[config.mk]
export PLATFORM = sky130hd
export DESIGN_NAME = fetch_stage
export DESIGN_NICKNAME = d
export VERILOG_FILES = /design/src/rtl/fetch_stage_pkg.sv /design/src/rtl/fetch_fifo.sv /design/src/rtl/fetch_stage.sv
export SDC_FILE = /design/constraint.sdc
export NUM_CORES = 1
export LEC_CHECK = 0
export BUFFER_PORTS_ARGS = -buffer_cell sky130_fd_sc_hd__buf_2
export CORE_MARGIN = 2
export CORE_UTILIZATION = 30
export DETAILED_ROUTE_END_ITERATION = 7
export HOLD_SLACK_MARGIN = 0.15
export PLACE_DENSITY = 0.6
export SYNTH_ARGS = -nofsm -noshare
export SYNTH_HDL_FRONTEND = slang
export SYNTH_HIERARCHICAL = 1
export SYNTH_SLANG_ARGS = --single-unit
[constraint.sdc]
create_clock -name clk -period 5.9 [get_ports clk]
set_clock_uncertainty 0.2 [all_clocks]
set_input_delay 0.885 -clock clk [delete_from_list [all_inputs] [get_ports clk]]
set_output_delay 0.885 -clock clk [all_outputs]
set_load 0.05 [all_outputs]
[src/rtl/fetch_stage_pkg.sv]
// rtl/fetch_stage_pkg.sv - ISA widths and opcodes shared by fetch and decode
// Contents: INSTR_W/ADDR_W widths, opcode_e (OP_HALT, OP_NOP), is_halt() helper.
package fetch_stage_pkg;

  localparam int INSTR_W = 16;
  localparam int ADDR_W  = 16;

  typedef enum logic [4:0] {
    OP_HALT = 5'b00000,
    OP_NOP  = 5'b00001
  } opcode_e;

  // Opcode lives in the top five bits of every instruction word.
  function automatic logic is_halt(input logic [INSTR_W-1:0] instr);
    return instr[INSTR_W-1 -: 5] == OP_HALT;
  endfunction

endpackage

[src/rtl/fetch_fifo.sv]
// rtl/fetch_fifo.sv - show-ahead FIFO buffering {instr, pc} between fetch and decode
// Ports: clk, rst (sync, active-high); push/din write; pop consumes dout (head, zero latency);
//        flush empties the FIFO and wins over push; empty, full, count report occupancy.
module fetch_fifo #(
  parameter int WIDTH = 32,
  parameter int DEPTH = 2
) (
  input  logic                   clk,
  input  logic                   rst,
  input  logic                   push,
  input  logic                   pop,
  input  logic                   flush,
  input  logic [WIDTH-1:0]       din,
  output logic [WIDTH-1:0]       dout,
  output logic                   empty,
  output logic                   full,
  output logic [$clog2(DEPTH):0] count
);

  localparam int CW = $clog2(DEPTH) + 1;
  localparam int PW = (DEPTH > 1) ? $clog2(DEPTH) : 1;

  logic [WIDTH-1:0] r_mem [DEPTH];
  logic [PW-1:0]    r_wr_ptr;
  logic [PW-1:0]    r_rd_ptr;
  logic [CW-1:0]    r_count;
  logic             w_push;
  logic             w_pop;

  function automatic logic [PW-1:0] ptr_inc(input logic [PW-1:0] p);
    return (p == PW'(DEPTH - 1)) ? '0 : p + PW'(1);
  endfunction

  assign empty  = (r_count == '0);
  assign full   = (r_count == CW'(DEPTH));
  assign count  = r_count;
  assign dout   = r_mem[r_rd_ptr];
  assign w_push = push & !full & !flush;
  assign w_pop  = pop & !empty & !flush;

  always_ff @(posedge clk) begin
    if (w_push) begin
      r_mem[r_wr_ptr] <= din;
    end
  end

  always_ff @(posedge clk) begin
    if (rst || flush) begin
      r_wr_ptr <= '0;
      r_rd_ptr <= '0;
      r_count  <= '0;
    end else begin
      if (w_push) begin
        r_wr_ptr <= ptr_inc(r_wr_ptr);
      end
      if (w_pop) begin
        r_rd_ptr <= ptr_inc(r_rd_ptr);
      end
      r_count <= r_count + CW'(w_push) - CW'(w_pop);
    end
  end

endmodule

[src/rtl/fetch_stage.sv]
// rtl/fetch_stage.sv - instruction fetch: PC, in-order imem requests, response FIFO, redirect/HALT
// Ports: clk, rst (sync, active-high)
//        imem_req_valid/imem_req_addr/imem_req_ready   : request channel (addr = current PC)
//        imem_resp_valid/imem_resp_data                : in-order response words
//        redirect_valid/redirect_pc                    : taken branch/jump from execute
//        dec_ready, instr_valid/instruction/pc_out/pc_plus2 : decode channel
//        halted                                        : HALT consumed, fetch frozen until rst
module fetch_stage
  import fetch_stage_pkg::*;
#(
  parameter logic [ADDR_W-1:0] RESET_PC = 16'h0000,
  parameter int                DEPTH    = 2
) (
  input  logic               clk,
  input  logic               rst,
  output logic               imem_req_valid,
  output logic [ADDR_W-1:0]  imem_req_addr,
  input  logic               imem_req_ready,
  input  logic               imem_resp_valid,
  input  logic [INSTR_W-1:0] imem_resp_data,
  input  logic               redirect_valid,
  input  logic [ADDR_W-1:0]  redirect_pc,
  input  logic               dec_ready,
  output logic               instr_valid,
  output logic [INSTR_W-1:0] instruction,
  output logic [ADDR_W-1:0]  pc_out,
  output logic [ADDR_W-1:0]  pc_plus2,
  output logic               halted
);

  localparam int CW = $clog2(DEPTH) + 1;
  localparam int FW = INSTR_W + ADDR_W;

  logic [ADDR_W-1:0] r_pc;
  logic [ADDR_W-1:0] r_resp_pc;
  logic [CW-1:0]     r_inflight;
  logic [CW-1:0]     r_drop_cnt;
  logic              r_halted;

  logic              w_req_fire;
  logic              w_redirect;
  logic              w_push;
  logic              w_pop;
  logic              w_halt_pop;
  logic              w_flush;
  logic              w_fifo_empty;
  logic              w_fifo_full;
  logic [CW-1:0]     w_fifo_count;
  logic [CW-1:0]     w_inflight_next;
  logic [CW:0]       w_occupancy;
  logic [FW-1:0]     w_fifo_dout;

  // Requests in flight plus words buffered never exceed DEPTH, so every
  // returning response is guaranteed a FIFO slot.
  assign w_occupancy    = {1'b0, r_inflight} + {1'b0, w_fifo_count};
  assign imem_req_valid = !rst & !r_halted & !redirect_valid & (w_occupancy < (CW+1)'(DEPTH));
  assign imem_req_addr  = r_pc;
  assign w_req_fire     = imem_req_valid & imem_req_ready;

  assign w_redirect  = redirect_valid & !r_halted;
  assign instr_valid = !rst & !w_fifo_empty & !redirect_valid & !r_halted;
  assign w_pop       = instr_valid & dec_ready;
  assign w_halt_pop  = w_pop & is_halt(w_fifo_dout[FW-1 -: INSTR_W]);
  assign w_flush     = w_redirect | w_halt_pop;

  // Everything still outstanding after a flush is stale, including any
  // request that happens to handshake in the flush cycle itself.
  assign w_inflight_next = r_inflight + CW'(w_req_fire) - CW'(imem_resp_valid);
  assign w_push          = imem_resp_valid & (r_drop_cnt == '0) & !w_flush & !w_fifo_full;

  fetch_fifo #(
    .WIDTH (FW),
    .DEPTH (DEPTH)
  ) u_fifo (
    .clk   (clk),
    .rst   (rst),
    .push  (w_push),
    .pop   (w_pop),
    .flush (w_flush),
    .din   ({imem_resp_data, r_resp_pc}),
    .dout  (w_fifo_dout),
    .empty (w_fifo_empty),
    .full  (w_fifo_full),
    .count (w_fifo_count)
  );

  assign instruction = w_fifo_dout[FW-1 -: INSTR_W];
  assign pc_out      = w_fifo_dout[ADDR_W-1:0];
  assign pc_plus2    = pc_out + ADDR_W'(2);
  assign halted      = r_halted;

  always_ff @(posedge clk) begin
    if (rst) begin
      r_pc       <= RESET_PC;
      r_resp_pc  <= RESET_PC;
      r_inflight <= '0;
      r_drop_cnt <= '0;
      r_halted   <= 1'b0;
    end else begin
      r_inflight <= w_inflight_next;
      if (w_halt_pop) begin
        r_halted <= 1'b1;
      end
      if (w_flush) begin
        r_drop_cnt <= w_inflight_next;
      end else if (imem_resp_valid && r_drop_cnt != '0) begin
        r_drop_cnt <= r_drop_cnt - CW'(1);
      end
      if (w_redirect) begin
        r_pc      <= redirect_pc;
        r_resp_pc <= redirect_pc;
      end else begin
        if (w_req_fire) begin
          r_pc <= r_pc + ADDR_W'(2);
        end
        if (w_push) begin
          r_resp_pc <= r_resp_pc + ADDR_W'(2);
        end
      end
    end
  end

endmodule

## Yosys cells after proc, flatten, opt, wreduce, memory -nomap -nowiden

Memories as Yosys holds them, arrays and structs flattened. A register that Yosys moved wholly into a read port is not among the register bits.
Cells that the tools add are included.

| operators by class | value |
|---|---|
| add/subtract/negate cells | 11 |
| magnitude comparators | 1 |
| eq/ne operators | 1 |
| mux-type cells | 12 |
| bitwise gates (word level) | 18 |
| reduce and logical (&&, ||, !) cells | 15 |

Operator list:

| operator | count |
|---|---|
| $mux 16 | 4 |
| $add 16x2->16 const B | 3 |
| $and 1x1->1 | 17 |
| $reduce_bool 2->1 | 4 |
| $logic_not 1->1 | 6 |
| $mux 1 | 6 |
| $logic_not 5->1 | 1 |
| $add 2x1->2 | 2 |
| $logic_not 2->1 | 2 |
| $mux 2 | 2 |
| $sub 2x1->2 | 2 |
| $add 2x2->3 | 1 |
| $lt 3x2->1 const B | 1 |
| $add 1x1->1 const B | 2 |
| $eq 2x2->1 const B | 1 |
| $sub 2x1->2 const B | 1 |
| $logic_and 1x1->1 | 1 |
| $logic_or 1x1->1 | 1 |
| $or 1x1->1 | 1 |

| word-level totals | value |
|---|---|
| bits in registers | 41 |
| memory bits (writable) | 64 |
| input port bits | 38 |
| output and inout port bits | 67 |
| word-level logic and storage cells | 67 |
| memories | 1 |

Memories:

| memory | words | width | rd ports | clocked after memory_dff | wr ports | RTL line | text |
|---|---|---|---|---|---|---|---|
| u_fifo.r_mem | 2 | 32 | 1 | 1 | 1 | fetch_fifo.sv:23 | `logic [WIDTH-1:0] r_mem [DEPTH];` |

## Logic depth before layout (Yosys ltp)

Gate-level depths: netlist of run 1.

| logic depth | value |
|---|---|
| depth in word-level cells | 15 |
| gate-level depth with buffers | 15 |
| mapped depth without buffers | 12 |

## By module

Netlist of run 1, hierarchy kept.

By module, submodules not included:

| module | instances | cells an instance | area each (um2) | sequential area each (um2) |
|---|---|---|---|---|
| fetch_fifo | 1 | 129 | 2595.0 | 2021.9 |
| fetch_stage | 1 | 293 | 2386.0 | 720.7 |

## Worst setup path after synthesis of run 1

OpenSTA, ideal clock, no wires.

| timing | value |
|---|---|
| path kind | reg2reg |
| start point | register (tool-made name) |
| end point | memory u_fifo.r_mem[1][0], enable pin |
| library setup time | 468 ps |
| data arrival time | 4403 ps |
| data required time | 5232 ps |
| path slack | 830 ps |
| cell stages (with the launch flop) | 11 |
| path buffers | 3 |
| period minus slack after synthesis | 5070 ps |
| cells stage by stage | dfxtp_1 > buf_6 > buf_6 > mux2_1 > nor4_1 > nand4b_1 > clkbuf_1 > nand2_1 > nor2_1 > nand2b_4 > nor3b_1 |

RTL lines:

| what | RTL line |
|---|---|
| to (decl) | fetch_fifo.sv:23 |

==> results of run 1 <==
## layout make-up
cell class              instances  share of cell area, %
inverters                      12                  0.799
multi-input cells             282                   34.5
well taps                     220                   4.63
repair buffers                108                   9.25
clock inverters                 6                  0.946
flip-flops and latches        105                   46.1
clock buffers                   9                   3.79
## synthesized netlist by cell type (6+ instances only)
cell type / n
a211oi_1: 6
a21oi_1: 9
a22oi_1: 6
a311oi_1: 6
a31oi_1: 9
and2_1: 6
and4_1: 9
buf_6: 7
clkbuf_1: 12
dfxtp_1: 41
edfxtp_1: 64
ha_1: 8
inv_1: 11
mux2_2: 29
nand2_1: 25
nand3_1: 13
nand4_1: 12
nor2_1: 24
nor3_1: 11
nor4_1: 7
o21ai_0: 8
o21bai_1: 10
or3_1: 8
or4_1: 6
xnor2_1: 17
xor2_1: 6
## power breakdown
group	leakage [nW]	switching, mW	internal (mW)
Clock	0.139	0.277	0.291
Sequential	0.923	0.0297	0.810
Combinational	1.09	0.158	0.0680
## state kept, by name, summed over array words and instances, names as in the netlist, named ones only
signal,cells
u_fifo/r_mem,64
r_resp_pc,15
u_fifo/r_wr_ptr,1
u_fifo/count,2
r_inflight,2
imem_req_addr,16
halted,1
u_fifo/r_rd_ptr,1
r_drop_cnt,2
## kinds of logic after synthesis
logic type | Yosys count | synth area share [%]
AOI/OAI and AO/OA | 73 | 10.2
DFF | 105 | 55.1
xor gates and xnor gates | 23 | 4.04
adders and majority gates | 9 | 2.41
buffers and inverters | 35 | 3.99
and+or+nand+nor | 144 | 16.9
muxes | 33 | 7.44
## metal layers
layer  global-route usage (%)  wire length [µm]
met5                        0                 0
met4                     4.12               161
met3                     3.56               803
met2                     22.2              5590
met1                     19.0              5630
## metrics by stage
step | worst slack [ns] | instances | instance area [µm²] | total power, mW | hold slack (ns)
floorplan | 0.830 | 422 | 4980 | 1.01 | 0.248
detailed placement | 1.79 | 727 | 5670 | 1.08 | 0.287
finish | 1.82 | 742 | 5950 | 1.63 | 0.302
CTS | 1.79 | 742 | 5950 | 1.64 | 0.303
global placement | 1.96 | 727 | 5670 | 1.07 | 0.273
global route | 1.47 | 742 | 5950 | 1.70 | 0.330
## worst paths after layout
path | slack, ns | to | cells after the start
setup / recovery | 1.82 | u_fifo/count[1] | 11
hold / removal | 0.30 | imem_req_addr[0] | 2
hold reg to reg | 0.30 | imem_req_addr[0] | 2
setup reg to reg | 1.82 | u_fifo/count[1] | 11
## worst max-delay path, stage by stage (launching register included)
cell      delay (ns)
dfxtp_1         0.74
mux2_2          0.43
nor4_1          0.50
nand4b_1        0.59
nand2_1         0.49
nor2_1          0.10
ha_1            0.29
inv_1           0.04
ha_1            0.17
xnor2_1         0.13
xnor2_1         0.12
and2_1          0.16
==> metrics, run 1 <==
die area=between 15000 and 20000 µm²; count of cell types in the netlist=between 50 and 60; Die H=around 130 µm; drt first-iter violations=284; Synth warnings=6; FF/Latch Area=roughly 2700 µm²; Layout Nets=565; Max Slew Vio Count=0; Worst Path Arrival=about 4 ns; CP Max Fanout=15; pwr dens=274 nW/µm²; largest net degree at the start of global routing=slightly above 40; Gate Count Post-Synth=about 420; Fill cells=between 1500 and 2000; leading area contributor after synthesis=edfxtp_1; CTS root buffer=clkbuf_16; slew at the pin closest to its max-slew limit=about 0.96 ns; drt pass-1 iters=4; Post-CTS Repair Setup Buffers=0; commonest non-fill, non-tap cell in the layout=buf_2; final setup violation count=0; Clk Latency, worst-skew pair=~0.35 ns; vias in the first global route=approximately 3600; Worst setup EP type=register; CTS tree=yes; period utilisation layout=69.1%; Min-Delay Path Class=register to register; global-route wire length before repair=19500 µm; die span in x=roughly 130 µm; area of the multi-input gates=between 2000 and 2500 µm²; headroom to the max-slew limit=a little over a third; Syn Nets=around 470; n_diodes=0; CP required=between 5 and 6 ns; CORE AREA=between 15000 and 20000 µm²; Post-DP HPWL=approximately 8600 µm; Hold Vio Cnt, Final=0; proportion of layout cells with a drive suffix above 1=a little under a third; Placer Congestion=0.846; worst vdd ir=between 0.15 and 0.2 mV; Final min period=a little over 4 ns; FF+latch count, synth=105; CTS Hold Bufs=0; Routed Wire Length=12200 µm; CTS buffer count=9; WL/cell=around 16 µm; min-delay src=imem_req_addr[0]; Starting Density=between 30% and 40%; Setup CP Type=register to register; syn_area_per_cell=~12 µm²; Routed Antenna Nets=0; P_leak=approximately 2.2 nW; commonest cells after routing, fill and taps aside=buf_2, edfxtp_1, dfxtp_1; CTS H-tree depth=3; post_cts resized=0; Vias/cell=about 5.0; Async S/R FF share, synth=0%; Most used DFF post-synth=edfxtp_1; clk buf depth=2; synth top area cells=edfxtp_1, dfxtp_1, mux2_2; DRC Markers=0; global route total overflow=0; max_cap viols=0; setup TNS=0 ns; row cnt=47; initial antenna violation count=0; outcome=finished, final reports clean; post-layout utilization of the core=36.3%; CTS clk-pin slew, worst paths=~0.070 ns; clock sinks=105; area delta synth->final=19.4%; via count=between 3000 and 4000; top-area cell type share of the netlist area=between 30 and 40%; fmax=between 0.2 and 0.25 GHz; IO Count=105; synthesized cell area=4980 µm²; sequential-to-total area share from yosys stat=a little under three fifths; unrepaired setup endpoints after global routing=no; all-layer global routing usage=about 14%; Port Buffer Count=104; Post-synth EDFFs=64; CP startpoint kind=register
No activity file was read; power rests on OpenSTA's default activity.
==> run 2, diff against run 1 <==
- PLACE_DENSITY: 0.6 -> 0.62
- clock period: 5.9 -> 3.4 ns (I/O delays scaled with it)
==> metrics, run 2 (synthesis results as in run 1) <==
hold slack=between 0.15 and 0.2 ns; Clk Latency, worst-skew pair=0.35 ns; period utilisation layout=a little over nine tenths; die area=17700 µm²; Layout Nets=roughly 590; final setup violation count=0; Vias/cell=4.93; area delta synth->final=24.5%; global route total overflow=0; worst vdd ir=around 0.3 mV; vias in the first global route=3758; Fill cells=1592; proportion of layout cells with a drive suffix above 1=a little under a third; RR Endpoint=r_drop_cnt[1]; Starting Density=between 30% and 40%; CP Max Fanout=26; r2r setup slk=approximately 0.44 ns; reg2reg start=u_fifo/count[0]; CTS tree=yes; headroom to the max-slew limit=approximately 57%; Final Worst Setup Slack=between 0.15 and 0.2 ns; outcome=finished, final reports clean; Worst Path Arrival=between 2 and 2.5 ns; hold path depth=1; Port Buffer Count=104; CTS H-tree depth=3; CP required=about 2.7 ns; Hold Vio Cnt, Final=0; Final min period=3.20 ns; Worst setup EP type=primary output; drt first-iter violations=between 200 and 250; slew at the pin closest to its max-slew limit=about 0.64 ns; clock sinks=~110; unrepaired setup endpoints after global routing=no; global-route wire length before repair=between 15000 and 20000 µm; Worst Reg-to-Reg Cells=12; Post-DP HPWL=between 8000 and 9000 µm; Die H=133 µm; Place WS=between 0.4 and 0.5 ns; pwr dens=between 400 and 500 nW/µm²; P_leak=about 2.3 nW; setup TNS=0 ns; CTS buffer count=9; Routed Wire Length=12200 µm; Routed Antenna Nets=0; FF/Latch Area=~2700 µm²; Placer Congestion=roughly 0.8; Final Non-Filler Cells=between 700 and 800; commonest non-fill, non-tap cell in the layout=buf_2; Top reg by flops=u_fifo/r_mem; max_cap viols=0; row cnt=47; Min-Delay Path Class=input port to register; all-layer global routing usage=between 10% and 20%; WL/cell=16.0 µm; CTS clk-pin slew, worst paths=about 0.070 ns; drt pass-1 iters=4; fmax=roughly 0.31 GHz; area of the multi-input gates=2070 µm²; Max Slew Vio Count=0; DRC Markers=0; IO Count=around 110; min-delay src=imem_resp_data[15]; initial antenna violation count=0; n_diodes=0; via count=approximately 3800; CTS root buffer=clkbuf_16; clk buf depth=2; CORE AREA=about 16000 µm²; largest net degree at the start of global routing=40; Post-CTS Repair Setup Buffers=0; Largest register FFs=64; die span in x=approximately 130 µm; CP startpoint kind=register; worst-case hold path end point=u_fifo/r_mem[0][31]; commonest cells after routing, fill and taps aside=buf_2, edfxtp_1, dfxtp_1; placed insts=734; Setup CP Type=register to primary output
## run 2: cell types whose count changed in the layout (fill, tap and decap cells not counted), sizes merged
cell | before | now
buf | 108 | 115
dlygate4sd3 | 0 | 14
clkbuf | 9 | 10
clkinv | 5 | 2
clkinvlp | 0 | 1
bufinv | 0 | 1
inv | 13 | 14
## run 2: routing by layer
metal / vias up / global-route usage, % / share of wire [%]
met5: - / 0 / 0
met4: 0 / 4.24 / 1.6
met3: 15 / 3.56 / 6.6
met2: 137 / 22.8 / 47
met1: 1771 / 18.7 / 45
li1: 1847 / - / -
## run 2: worst max-delay path by stage
stage | start | endpoint | slack [ns] | cells past startpoint
5_1_grt | register | pc_plus2[14] | 0.05 | 7
3_3_place_gp | register | pc_plus2[14] | 0.45 | 7
6_report | register | pc_plus2[14] | 0.20 | 7
2_1_floorplan | u_fifo/count[0] | imem_req_valid | 0.01 | 3
3_5_place_dp | register | pc_plus2[14] | 0.41 | 7
4_1_cts | register | pc_plus2[14] | 0.01 | 7
## run 2: worst max-delay path: stages, from the launching register on
cell and delay [ns]:
dfxtp_2 0.44, buf_12 0.22, mux2_2 0.40, and3_1 0.23
and4_1 0.25, nor2b_1 0.15, xnor2_1 0.15, buf_2 0.29
## run 2: cell type report
type                    count  share of cell area, %
clock buffers              10                   3.69
clock inverters             6                   1.07
inverters                  12                  0.767
multi-input cells         282                   33.4
flip-flops and latches    105                   44.2
well taps                 220                   4.44
repair buffers            129                   12.4
## run 2: stage by stage
| stage | util [%] | instance area, µm² | total power [mW] |
|---|---|---|---|
| global placement | 35.1 | 5760 | 1.87 |
| detailed placement | 35.1 | 5760 | 1.89 |
| CTS | 37.7 | 6190 | 2.94 |
| finish | 37.8 | 6200 | 2.92 |
| global route | 37.8 | 6200 | 3.03 |
| floorplan | - | 5010 | 1.76 |
## run 2: repair_timing
item,in CTS,in global routing
hold endpoints to repair,26,1
endpoints found under the setup margin,0,3
gates resized for setup,0,1
hold buffers,13,1
## run 2: where the power goes
group / switching (mW) / total [mW] / internal [mW]
clock: 0.474 / 1.05 / 0.576
sequential: 0.0513 / 1.46 / 1.40
combinational: 0.280 / 0.416 / 0.136
==> run 3, diff against run 2 <==
- CTS_BUF_LIST: default -> sky130_fd_sc_hd__clkbuf_8
- PLACE_DENSITY: 0.62 -> 0.6
- clock period: 3.4 -> 4 ns (I/O delays scaled with it)
==> metrics, run 3 (synthesis results as in run 1) <==
Clk Latency, worst-skew pair=0.38 ns; setup TNS=0 ns; Worst setup EP type=primary output; Internal Pwr Total=roughly 1.6 mW; Die H=around 130 µm; slew at the pin closest to its max-slew limit=about 0.64 ns; DRC Markers=0; CTS clk-pin slew, worst paths=around 0.1 ns; Switching Power=634 µW; clock share of power=between 20 and 30%; vias in the first global route=between 3000 and 4000; Routed Wire Length=~12000 µm; CTS Hold Bufs=0; headroom to the max-slew limit=57.0%; unrepaired setup endpoints after global routing=no; CTS H-tree depth=3; switch share=28.9%; all-layer global routing usage=13.6%; Max Slew Vio Count=0; largest net degree at the start of global routing=40; Hold Vio Cnt, Final=0; outcome=finished, final reports clean; part of the power in registers=a little under three fifths; CTS buffer count=9; Routed Antenna Nets=0; IO Count=about 110; final instance area=5900 µm²; global route total overflow=0; drt first-iter violations=between 200 and 300; P_leak=~2.1 nW; Port Buffer Count=104; Vias/cell=4.89; Final Non-Filler Cells=between 700 and 800; commonest non-fill, non-tap cell in the layout=buf_2; Placer Congestion=0.789; proportion of layout cells with a drive suffix above 1=roughly a third; Top Layer Used=met4; CP startpoint kind=register; drt pass-1 iters=5; CTS tree=yes; CP required=about 3.2 ns; hold slack=between 0.2 and 0.25 ns; die span in x=between 100 and 150 µm; max_cap viols=0; WL met1=5430 µm; combinational share of power=15.2%; Post-DP HPWL=between 8000 and 9000 µm; Setup CP Type=register to primary output; area delta synth->final=18.5%; clk buf depth=2; CORE AREA=about 16000 µm²; fmax=roughly 0.27 GHz; detailed-routed wire length on met3=just over 900 µm; Met2 Wirelength=5380 µm; Place WS=0.633 ns; Top reg by flops=u_fifo/r_mem; period utilisation layout=91.6%; area after detailed placement=between 5000 and 6000 µm²; Final min period=roughly 3.7 ns; global-route wire length before repair=18700 µm; CP Max Fanout=17; worst vdd ir=~0.18 mV; die area=between 15000 and 20000 µm²; commonest cells after routing, fill and taps aside=buf_2, edfxtp_1, dfxtp_1; WL/cell=15.8 µm; Min-Delay Path Class=input port to register; initial antenna violation count=0; Largest register FFs=between 60 and 70; CTS root buffer=clkbuf_8; Post-CTS Repair Setup Buffers=0; placed insts=approximately 730; via count=about 3700; n_diodes=0; Worst Path Arrival=between 2 and 3 ns; Final Worst Setup Slack=approximately 0.34 ns; pwr dens=~370 nW/µm²; clock sinks=~110; Layout Nets=between 500 and 600; Starting Density=a little under a third; post_cts resized=0; final setup violation count=0; row cnt=47
-- run 3: final cells by class --
cell class	count	area, µm²
Multi-Input combinational cell	282	2060
Sequential cell	105	2740
Timing Repair Buffer	113	588
Fill cell	1666	10500
Inverter	12	47.5
Clock inverter	5	37.5
Tap cell	220	275
Clock buffer	11	151
-- run 3: worst paths after layout --
kind                            from             endpoint  slack, ns  cells past startpoint
setup / recovery            register         pc_plus2[14]       0.34                      7
hold / removal    imem_resp_data[10]  u_fifo/r_mem[1][26]       0.20                      1
setup reg to reg            register      u_fifo/count[1]       0.69                     11
hold reg to reg        r_resp_pc[15]  u_fifo/r_mem[1][15]       0.31                      0
-- run 3: metrics by stage --
step / util, % / power, mW
after floorplan: - / 1.50
after global placement: 34.8 / 1.59
after detailed placement: 34.8 / 1.60
after CTS: 36.0 / 2.23
after global routing: 36.0 / 2.30
final: 36.0 / 2.19
-- run 3: worst max-delay path, cell delays in order (launching register included) --
cell	delay, ns
dfxtp_1	0.62
buf_4	0.36
mux2_2	0.42
and3_1	0.21
and4_1	0.26
nor2b_1	0.16
xnor2_1	0.15
buf_2	0.29
-- run 3: power groups by stage --
| stage | logic [mW] | registers [mW] | clock network [mW] |
|---|---|---|---|
| 6_report | 0.334 | 1.24 | 0.624 |
| 5_1_grt | 0.363 | 1.24 | 0.693 |
| 4_1_cts | 0.337 | 1.24 | 0.654 |
| 3_5_place_dp | 0.335 | 1.26 | 0 |
| 3_3_place_gp | 0.332 | 1.26 | 0 |
| 2_1_floorplan | 0.211 | 1.29 | 0 |
-- run 3: routing by layer --
metal,track usage [%],vias up
li1,-,1806
met1,17.9,1713
met2,21.5,132
met3,4.37,7
met4,3.88,0
met5,0,-
